==> config.mk <==
export PLATFORM = sky130hd
export DESIGN_NAME = elevator_request_arbiter
export DESIGN_NICKNAME = d
export VERILOG_FILES = /design/src/rtl/elevator_request_arbiter.sv
export SDC_FILE = /design/constraint.sdc
export NUM_CORES = 1
export LEC_CHECK = 0
export CAP_MARGIN = 20
export CORE_UTILIZATION = 47
export DETAILED_ROUTE_END_ITERATION = 10
export PLACE_DENSITY = 0.72
export SLEW_MARGIN = 10
export SYNTH_ARGS = -nofsm -noshare
export SYNTH_HDL_FRONTEND = slang
export SYNTH_SLANG_ARGS = --single-unit
==> constraint.sdc <==
create_clock -name clk -period 3.05 [get_ports clk]
set_input_delay 0.305 -clock clk [delete_from_list [all_inputs] [get_ports clk]]
set_output_delay 0.305 -clock clk [all_outputs]
set_load 0.01 [all_outputs]
==> src/rtl/elevator_request_arbiter.sv <==
// Floor-request front end for the elevator controller: synchronizes button presses,
// keeps the pending-request set, and picks a SCAN-ordered target floor.
module elevator_request_arbiter #(
  parameter  int FLOORS_NUM = 5,
  localparam int FW         = (FLOORS_NUM > 1) ? $clog2(FLOORS_NUM) : 1
) (
  input  logic                  clk,
  input  logic                  rst_n,
  input  logic [FLOORS_NUM-1:0] btn_req,
  input  logic [FLOORS_NUM-1:0] request_done,
  input  logic [FW-1:0]         curr_floor,
  input  logic                  door,
  output logic [FW-1:0]         req_floor,
  output logic [FLOORS_NUM-1:0] pending,
  output logic                  dir_up,
  output logic                  dir_down
);

  typedef enum logic [1:0] {
    DIR_IDLE = 2'd0,
    DIR_UP   = 2'd1,
    DIR_DOWN = 2'd2
  } dir_state_t;

  dir_state_t            state, state_nxt;
  logic [FLOORS_NUM-1:0] btn_p0, btn_p1, btn_p2;
  logic [FLOORS_NUM-1:0] press_pulse;
  logic [FLOORS_NUM-1:0] above, below;
  logic [FW-1:0]         lo_above, hi_below;
  logic [FW:0]           dist_up, dist_dn;
  logic                  window;
  logic [FW-1:0]         req_floor_nxt;
  logic                  dir_up_nxt, dir_down_nxt;

  function automatic logic [FW-1:0] lowest_idx(input logic [FLOORS_NUM-1:0] v);
    logic [FW-1:0] idx;
    idx = '0;
    for (int i = FLOORS_NUM - 1; i >= 0; i--) begin
      if (v[i]) idx = FW'(i);
    end
    return idx;
  endfunction

  function automatic logic [FW-1:0] highest_idx(input logic [FLOORS_NUM-1:0] v);
    logic [FW-1:0] idx;
    idx = '0;
    for (int i = 0; i < FLOORS_NUM; i++) begin
      if (v[i]) idx = FW'(i);
    end
    return idx;
  endfunction

  // Stage p0/p1: two-flop synchronizer; p2: previous synchronized level for edge detect
  always_ff @(posedge clk or negedge rst_n) begin
    if (!rst_n) begin
      btn_p0 <= '0;
      btn_p1 <= '0;
      btn_p2 <= '0;
    end else begin
      btn_p0 <= btn_req;
      btn_p1 <= btn_p0;
      btn_p2 <= btn_p1;
    end
  end

  assign press_pulse = btn_p1 & ~btn_p2;

  // Pending set: a clear on the same edge as a press wins
  always_ff @(posedge clk or negedge rst_n) begin
    if (!rst_n) begin
      pending <= '0;
    end else begin
      pending <= (pending | press_pulse) & ~request_done;
    end
  end

  always_comb begin
    above = '0;
    below = '0;
    for (int i = 0; i < FLOORS_NUM; i++) begin
      above[i] = pending[i] && (FW'(i) > curr_floor);
      below[i] = pending[i] && (FW'(i) < curr_floor);
    end
  end

  assign lo_above = lowest_idx(above);
  assign hi_below = highest_idx(below);
  assign dist_up  = {1'b0, lo_above} - {1'b0, curr_floor};
  assign dist_dn  = {1'b0, curr_floor} - {1'b0, hi_below};

  // Only re-target once the car has arrived and the door cycle is complete
  assign window = (curr_floor == req_floor) && !door && (request_done == '0);

  always_ff @(posedge clk or negedge rst_n) begin
    if (!rst_n) begin
      state     <= DIR_IDLE;
      req_floor <= '0;
      dir_up    <= 1'b0;
      dir_down  <= 1'b0;
    end else begin
      state     <= state_nxt;
      req_floor <= req_floor_nxt;
      dir_up    <= dir_up_nxt;
      dir_down  <= dir_down_nxt;
    end
  end

  always_comb begin
    state_nxt = state;
    if (window) begin
      unique case (state)
        DIR_IDLE: begin
          if (|above && |below) state_nxt = (dist_up <= dist_dn) ? DIR_UP : DIR_DOWN;
          else if (|above)      state_nxt = DIR_UP;
          else if (|below)      state_nxt = DIR_DOWN;
          else                  state_nxt = DIR_IDLE;
        end
        DIR_UP: begin
          if (|above)      state_nxt = DIR_UP;
          else if (|below) state_nxt = DIR_DOWN;
          else             state_nxt = DIR_IDLE;
        end
        DIR_DOWN: begin
          if (|below)      state_nxt = DIR_DOWN;
          else if (|above) state_nxt = DIR_UP;
          else             state_nxt = DIR_IDLE;
        end
        default: state_nxt = DIR_IDLE;
      endcase
    end
  end

  always_comb begin
    req_floor_nxt = req_floor;
    dir_up_nxt    = (state_nxt == DIR_UP);
    dir_down_nxt  = (state_nxt == DIR_DOWN);
    if (window) begin
      unique case (state_nxt)
        DIR_UP:   req_floor_nxt = lo_above;
        DIR_DOWN: req_floor_nxt = hi_below;
        default:  req_floor_nxt = curr_floor;
      endcase
    end
  end

endmodule

==> results.md <==
Run status:
- The flow ran to the end, but the final reports show violations.
- The final reports fail on negative setup slack.

Synthesis:
- The total of warnings raised by yosys is 0.
- The complex-gate fraction of the synthesized area is 20.1%.
- The main combinational cell family by area after synthesis is compound AO/OA/AOI/OAI gates.
- In the synthesized netlist the dominant register cell turns out to be sky130_fd_sc_hd__dfrtp_1.
- Sequential elements use 45.6% of the synthesized area.
- After synthesis, the cell types taking the most area are sky130_fd_sc_hd__dfrtp_1, sky130_fd_sc_hd__ha_1, sky130_fd_sc_hd__inv_1.
- Of the total synthesized cell area, the portion taken by full adders, half adders and majority gates is 12.8%.
- The synthesized area divided by synthesized cell count is 10.7 um2.
- The number of instances in the synthesized netlist is 138.
- The synthesized flop and latch total is 27.
- Summing every instance area after synthesis gives 1480 um2.
- The fraction of registers with async set or reset after synthesis is 100%.
- Of the post-synthesis cell area, the dominant cell type holds 45.6%.
- The xor-xnor portion of the synthesized cell area is 2.95%.
- The net count after synthesis is 168.
- The synthesized design contains 0 enable-type register cells.
- The multiplexer fraction of the synthesized cell area is 0%.
- Summed over all instances, the cell type with the most area after synthesis is sky130_fd_sc_hd__dfrtp_1.
- The most used standard cell by instance count after synthesis is sky130_fd_sc_hd__dfrtp_1.
- Synthesis instantiated 38 different standard cells from the library.
- Ranked by instance count, the synthesized netlist is headed by sky130_fd_sc_hd__dfrtp_1, sky130_fd_sc_hd__inv_1, sky130_fd_sc_hd__ha_1.
- The simple logic cell fraction of the synthesized area is 11.6%.

Clock tree:
- The TritonCTS clock tree is done.
- Buffers inserted during clock tree synthesis total 3.
- The number of hold buffers added after CTS was 0.
- The later pin in the worst-skew pair is clocked with a latency of 0.34 ns.
- The clock drives 27 sinks.
- The clock tree root driver cell is sky130_fd_sc_hd__clkbuf_4.
- After clock tree synthesis, the clock-pin slew on the worst setup and hold paths is 0.16 ns.
- In this run the number of H-tree levels came out at 1.
- The clock passes through at most 2 buffers.

Die:
- The width of the die is 58.2 um.
- The floorplan step defined a die boundary enclosing 3380 um2.
- The initial utilization of the core area, before any placement, comes to 49.0%.
- Pin placement for this block handled 26 I/O pins.
- The vertical extent of the die is 58.2 um.
- The area of the core region is 3030 um2.
- Row generation in the floorplan step produced 20 rows.

Timing:
- Setup violations remaining at the end of the flow were counted as 5.
- The maximum clock frequency is 285 MHz.
- The setup slack of the critical path after layout is -0.453 ns.
- The final count of hold timing violations is 0.
- The number of pins exceeding their max-slew limit in the final report is 0.
- The final period demand of the worst path is 3.50 ns.
- At the pin with the least slew margin, the transition time is 0.484 ns.
- Setup repair after global routing could not meet its margin everywhere.
- The final critical path takes up 115% of the cycle.
- On the final layout, the worst clock skew is 0.0143 ns.
- The worst slew margin relative to its limit is 67.5%.

GRT:
- The remaining global-route overflow is 0.
- Entering global routing, the biggest net connects 28 pins.
- The via count of the first global-routing pass came to 1,350.
- The initial antenna violation count came to 0.
- The wire length of the first global-routing pass is 6150 um.
- The aggregate global-route resource usage is 24.1%.

Placement:
- Port buffering added 25 buffers.
- The congestion estimate from routability-driven global placement came to 0.817.
- The number of placed cells counting well taps is 229.
- In this run the cell area measured after placement is 2060 um2.
- Summed over all nets, the half-perimeter wirelength after detailed placement is 2730 um.

Worst setup path:
- The endpoint of the lowest-slack register-to-register path is req_floor[2]$_DFFE_PN0P_.
- The signal on the critical path passes through a221oi_4, nor3_4, inv_1, ha_2, inv_2, fa_2, xor2_1, ha_1, a41oi_2, nor2_1, a21oi_2, nor2_2, a211o_1, ha_4, inv_4, o21ai_2, o22ai_2.
- The data arrival at the endpoint of the critical path is 3.73 ns.
- The worst-path maximum fanout is 5.
- The worst register-to-register path begins at pending[3]$_DFF_PN0_.
- The cell family with the largest share of critical-path delay is compound AO/OA/AOI/OAI gates.
- STA classifies the critical path endpoint as a flip-flop.
- The library cell contributing the largest single delay on the critical path is sky130_fd_sc_hd__dfrtp_2.
- The worst reg2reg path depth is 17.
- The data required time of the worst path is 3.27 ns.
- Across all register-to-register paths, the minimum setup slack is -0.45 ns.
- STA classifies the critical path startpoint as a flip-flop.
- The logic depth of the worst setup path including buffers is 17.
- The largest single stage delay on the critical path is 0.52 ns.
- The buffering stage count on the worst path with inverters included is 3.
- The category of the critical setup timing path is reg2reg.

Finish:
- The area used by multi-input combinational logic is 895 um2.
- Leaving out filler cells and counting taps, the final layout contains 244.
- The cell area after layout is 2290 um2.
- The layout has 210 filler cells.
- The number of nets in the finished design is 231.
- The sequential cells in the finished layout cover a total of 678 um2.
- In the final layout, the share of cells above drive strength 1 is 41.5%.
- The repair_antennas step left the layout with diodes totalling 0.
- Compared with the post-synthesis result, the final layout area differs by 54.2%.

Detailed routing:
- In the routed design, unresolved DRC markers number 0.
- The post-detailed-routing wire length is 3660 um.
- After detailed routing, the number of vias per cell comes to 5.11.
- The detailed-route wire length per cell is 15.0 um.
- The number of antenna-violating nets in the routed design is 0.
- The first TritonRoute pass finished after 4 iterations.
- The detailed router placed 1,246 vias in this run.
- The starting DRC count in detailed routing is 45.

Min path:
- The kind of path behind the tightest hold check is in2async.

Pwr:
- Power spread over the standard cell area amounts to 373 nW/um2.
- The power consumption is 0.853 mW.
- The worst ir drop on vdd is 0.350 mV.
- The total leakage power is 1.01 nW.

Flow run:
- The number of maximum-capacitance violations is 0.
-- sequential cells by signal (all words and copies together) (netlist names) --
| signal | flops |
|---|---|
| btn_p0 | 5 |
| btn_p1 | 5 |
| btn_p2 | 5 |
| pending | 5 |
| req_floor | 3 |
| state | 2 |
| dir_down | 1 |
| dir_up | 1 |
-- what timing repair did --
item,in CTS,in global routing
gates cloned,0,0
endpoints found under the hold margin,0,0
pin swaps,15,24
setup buffers,4,8
resized for setup,15,10
setup endpoints to repair,5,7
-- cells by family (layout without fill, tap and decap cells) --
logic type,after synthesis,count (layout)
AO/OA/AOI/OAI,40,40
XOR/XNOR,5,5
adder cells (fa/ha/maj),14,14
buffers and inverters,22,84
flip-flops,27,27
AND/OR/NAND/NOR,30,30
-- power by group --
| part | switching, mW | total (mW) | leakage, nW | internal (mW) |
|---|---|---|---|---|
| clock network | 0.111 | 0.165 | 0.0183 | 0.0536 |
| registers | 0.0179 | 0.397 | 0.321 | 0.379 |
| logic | 0.138 | 0.291 | 0.670 | 0.153 |
-- metal layers --
layer  vias to the layer above  global-route usage [%]  share of wire (%)
li1                        611                       -                  -
met4                         0                    7.82                1.6
met3                         7                    1.56                3.1
met5                         -                       0                  0
met2                        28                    43.5                 53
met1                       600                    30.8                 43
-- stage by stage --
step           hold slack [ns]  util (%)  TNS [ns]  setup WS [ns]
2_1_floorplan          0.00941         -    -0.493         -0.167
3_3_place_gp             0.334      68.1     -3.70         -0.808
3_5_place_dp             0.338      68.1     -4.44         -0.911
4_1_cts                  0.322      72.4     -1.67         -0.474
5_1_grt                  0.327      75.5     -2.42         -0.619
6_report                 0.310      75.5     -1.67         -0.453
-- worst max path at each step --
stage	startpoint	endpoint	slack, ns
after detailed placement	curr_floor[1]	req_floor[0]$_DFFE_PN0P_	-0.91
after floorplan	curr_floor[0]	req_floor[1]$_DFFE_PN0P_	-0.17
after CTS	pending[3]$_DFF_PN0_	req_floor[0]$_DFFE_PN0P_	-0.47
after global routing	pending[2]$_DFF_PN0_	req_floor[2]$_DFFE_PN0P_	-0.62
final	pending[3]$_DFF_PN0_	req_floor[2]$_DFFE_PN0P_	-0.45
after global placement	curr_floor[0]	req_floor[0]$_DFFE_PN0P_	-0.81
-- layout by cell type, fill, tap and decap left out, types with 4 or more instances in the layout --
master	n
sky130_fd_sc_hd__a21oi_1	6
sky130_fd_sc_hd__buf_6	4
sky130_fd_sc_hd__a21oi_2	4
sky130_fd_sc_hd__nand2b_1	4
sky130_fd_sc_hd__dfrtp_1	25
sky130_fd_sc_hd__ha_1	7
sky130_fd_sc_hd__clkdlybuf4s50_1	23
sky130_fd_sc_hd__nor2_1	6
sky130_fd_sc_hd__nand2_1	5
sky130_fd_sc_hd__buf_4	34
sky130_fd_sc_hd__inv_1	12
-- final cells by class --
cell class / count / area share (%)
clock buffers: 3 / 0.985
inverters: 17 / 3.45
flip-flops and latches: 27 / 29.7
repair buffers: 63 / 24.0
multi-input cells: 89 / 39.1
clock inverters: 1 / 0.383
well taps: 44 / 2.41
Power figures use the tool's default switching activity.
==> patch, RTL diff (config.mk and constraints unchanged) <==
Encoding of `dir_state_t`: now one-hot (3 bits for 3 states).
--- a/src/rtl/elevator_request_arbiter.sv
+++ b/src/rtl/elevator_request_arbiter.sv
@@ -16,10 +16,10 @@
   output logic                  dir_down
 );
 
-  typedef enum logic [1:0] {
-    DIR_IDLE = 2'd0,
-    DIR_UP   = 2'd1,
-    DIR_DOWN = 2'd2
+  typedef enum logic [2:0] {
+    DIR_IDLE = 3'b001,
+    DIR_UP   = 3'b010,
+    DIR_DOWN = 3'b100
   } dir_state_t;
 
   dir_state_t            state, state_nxt;
Behaviour: no difference found for any inputs over 10 cycles, from zero or initial values and one cycle with rst_n low; not proved beyond that.
==> patch against the original RTL <==
- combinational power down 11%
- area after synthesis up 12%
- fmax up 1.2%
- sequential power up 2%
- routed wire length up 12%
- worst setup slack better by 42 ps
- the flow still finishes with violations (setup timing)
- total power up 6.1%
- clock power up 45%
- largest power group unchanged
- sequential cell count up 1
- highest routed layer unchanged
- critical path type unchanged
- design area up 4.1%
==> patch: results (changes against the original RTL) <==
- Hold/Removal Path Class: input pin to async pin (unchanged)
- Relative max-transition margin: 65.3% (was 67.5%)
- Number of antenna violations at the first check in global routing: 0 (unchanged)
- Setup TNS Final: -1500 ps (was -1670 ps)
- Tightest hold margin: 327 ps (was 310 ps)
- Input/output buffers: 25 (unchanged)
- Global Route met3 Usage: 3.99% (was 1.56%)
- Global router's overall resource usage: 23.8% (was 24.1%)
- Violations in the final reports: setup timing (unchanged)
- Clock slew seen by the registers of the worst setup and hold paths: 140 ps (was 160 ps)
- Syn_nets: 189 (was 168)
- DR iter-0 viols: 70 (was 45)
- Total half-perimeter wirelength after legalization and detailed placement: 3090 um (was 2730 um)
- GR Layer Usage met1: 28.8% (was 30.8%)
- RR Startpoint: pending[1]$_DFF_PN0_ (was pending[3]$_DFF_PN0_)
- Overall routed net length: 4090 um (was 3660 um)
- Worst-case clock skew: 3.45 ps (was 14.3 ps)
- Maximum number of buffers from clock root to sink: 2 (unchanged)
- Outcome: finished with violations (unchanged)
- Post-synth top cells: sky130_fd_sc_hd__dfrtp_1 (27), sky130_fd_sc_hd__inv_1 (15), sky130_fd_sc_hd__nor2_1 (15) (was sky130_fd_sc_hd__dfrtp_1 (27), sky130_fd_sc_hd__inv_1 (16), sky130_fd_sc_hd__ha_1 (12))
- Final setup margin: -411 ps (was -453 ps)
- 1st-pass router iterations: 4 (unchanged)
- Share of post-route cells with drive strength above 1: 33.6% (was 41.5%)
- Synth area leaders: sky130_fd_sc_hd__dfrtp_1 (41%), sky130_fd_sc_hd__ha_1 (7.6%), sky130_fd_sc_hd__inv_1 (3.4%) (was sky130_fd_sc_hd__dfrtp_1 (46%), sky130_fd_sc_hd__ha_1 (10%), sky130_fd_sc_hd__inv_1 (4.1%))
- Synthesis warning total: 0 (unchanged)
- Cell leakage power: 0.00109 uW (was 0.00101 uW)
- Via count of the first global-routing pass: 1452 (was 1350)
- Share of synthesized registers carrying an async set or reset: 100% (unchanged)
- Number of nets in the finished design: 255 (was 231)
- Pin count of the biggest net entering global routing: 29 (was 28)
- Routability Congestion: 0.901 (was 0.817)
- Wire length of the first global-routing pass: 6340 um (was 6150 um)
- Number of buffers created by CTS: 3 (unchanged)
- GR Layer Usage met2: 41.1% (was 43.5%)
- Synth cell types: 50 (was 38)
- Final number of setup-violating endpoints: 5 (unchanged)
- Vias per Instance: 5.31 (was 5.11)
- Maximum fanout count along the critical path: 4 (was 5)
- Sequential cell area fraction in the yosys report: 42.4% (was 45.6%)
- Peak supply drop: 0.000358 V (was 0.000350 V)
- Arrival time at the worst endpoint: 3690 ps (was 3730 ps)
## patch: changes by cell type in the layout (fill, tap and decap cells not counted), sizes merged, moves of 3 or more
cell,unedited run,this run
and2,0,3
nor2,9,15
inv,18,15
o221ai,0,4
buf,38,41
a221oi,4,0
## patch: final timing paths
check / end / depth (start not counted)
min reg2reg: btn_p1[3]$_DFF_PN0_ / 0
max in group asynchronous: state[0]$_DFF_PN1_ / 2
max reg2reg: req_floor[1]$_DFFE_PN0P_ / 12
max: req_floor[1]$_DFFE_PN0P_ / 12
min: btn_p0[0]$_DFF_PN0_ / 2
min in group clk: btn_p1[3]$_DFF_PN0_ / 0
## patch: routing by layer
layer	vias to the layer above	routed length, um
met3	6	159
met5	-	0
met4	0	63
met1	693	1770
met2	38	2100
li1	708	-
## patch: stage by stage
stage,setup WS (ps),utilization (%),area [sq um],std cells
floorplan,-284,-,1690,161
global placement,-786,65.3,2200,259
detailed placement,-934,65.3,2200,259
CTS,-403,68.8,2310,270
global route,-521,70.8,2380,272
finish,-411,70.8,2380,272
## patch: critical path, cell delays in order (launching register included)
cell                        delay [ps]
sky130_fd_sc_hd__dfrtp_1           450
sky130_fd_sc_hd__and3_4            180
sky130_fd_sc_hd__a2111oi_4         410
sky130_fd_sc_hd__fa_1              480
sky130_fd_sc_hd__ha_1              330
sky130_fd_sc_hd__nor2b_4           130
sky130_fd_sc_hd__o211a_1           220
sky130_fd_sc_hd__o2111ai_2         210
sky130_fd_sc_hd__a2111oi_4         120
sky130_fd_sc_hd__or3b_4            400
sky130_fd_sc_hd__buf_4             160
sky130_fd_sc_hd__o221ai_2          210
sky130_fd_sc_hd__a21oi_2            50
## patch: final cells by class
type                            instances  area, sq um
Fill cell                             279          983
Multi-Input combinational cell        113          952
Sequential cell                        28          703
Timing Repair Buffer                   66          558
Tap cell                               46         57.6
Inverter                               15         56.3
Clock inverter                          1         30.0
Clock buffer                            3         22.5
## patch: what timing repair did
action	4_1_cts	5_1_grt
setup endpoints to repair	7	7
pin swaps	2	5
gates resized for setup	8	13
setup buffers	7	2
endpoints found under the hold margin	0	0
gates cloned	0	0
## patch: report_power, final
group	leakage [uW]	switching (uW)	internal [uW]
clock network	0.0000279	106	133
logic	0.000728	122	138
registers	0.000336	15.3	391
total	0.00109	243	662
## patch: cell families after synthesis
kind of cell / synth area share [%]
multiplexers: 1.51
adder cells (fa/ha/maj): 9.98
XOR/XNOR: 2.57
AO/OA/AOI/OAI: 20.9
buffers and inverters: 5.97
AND/OR/NAND/NOR: 16.6
flip-flops: 42.4
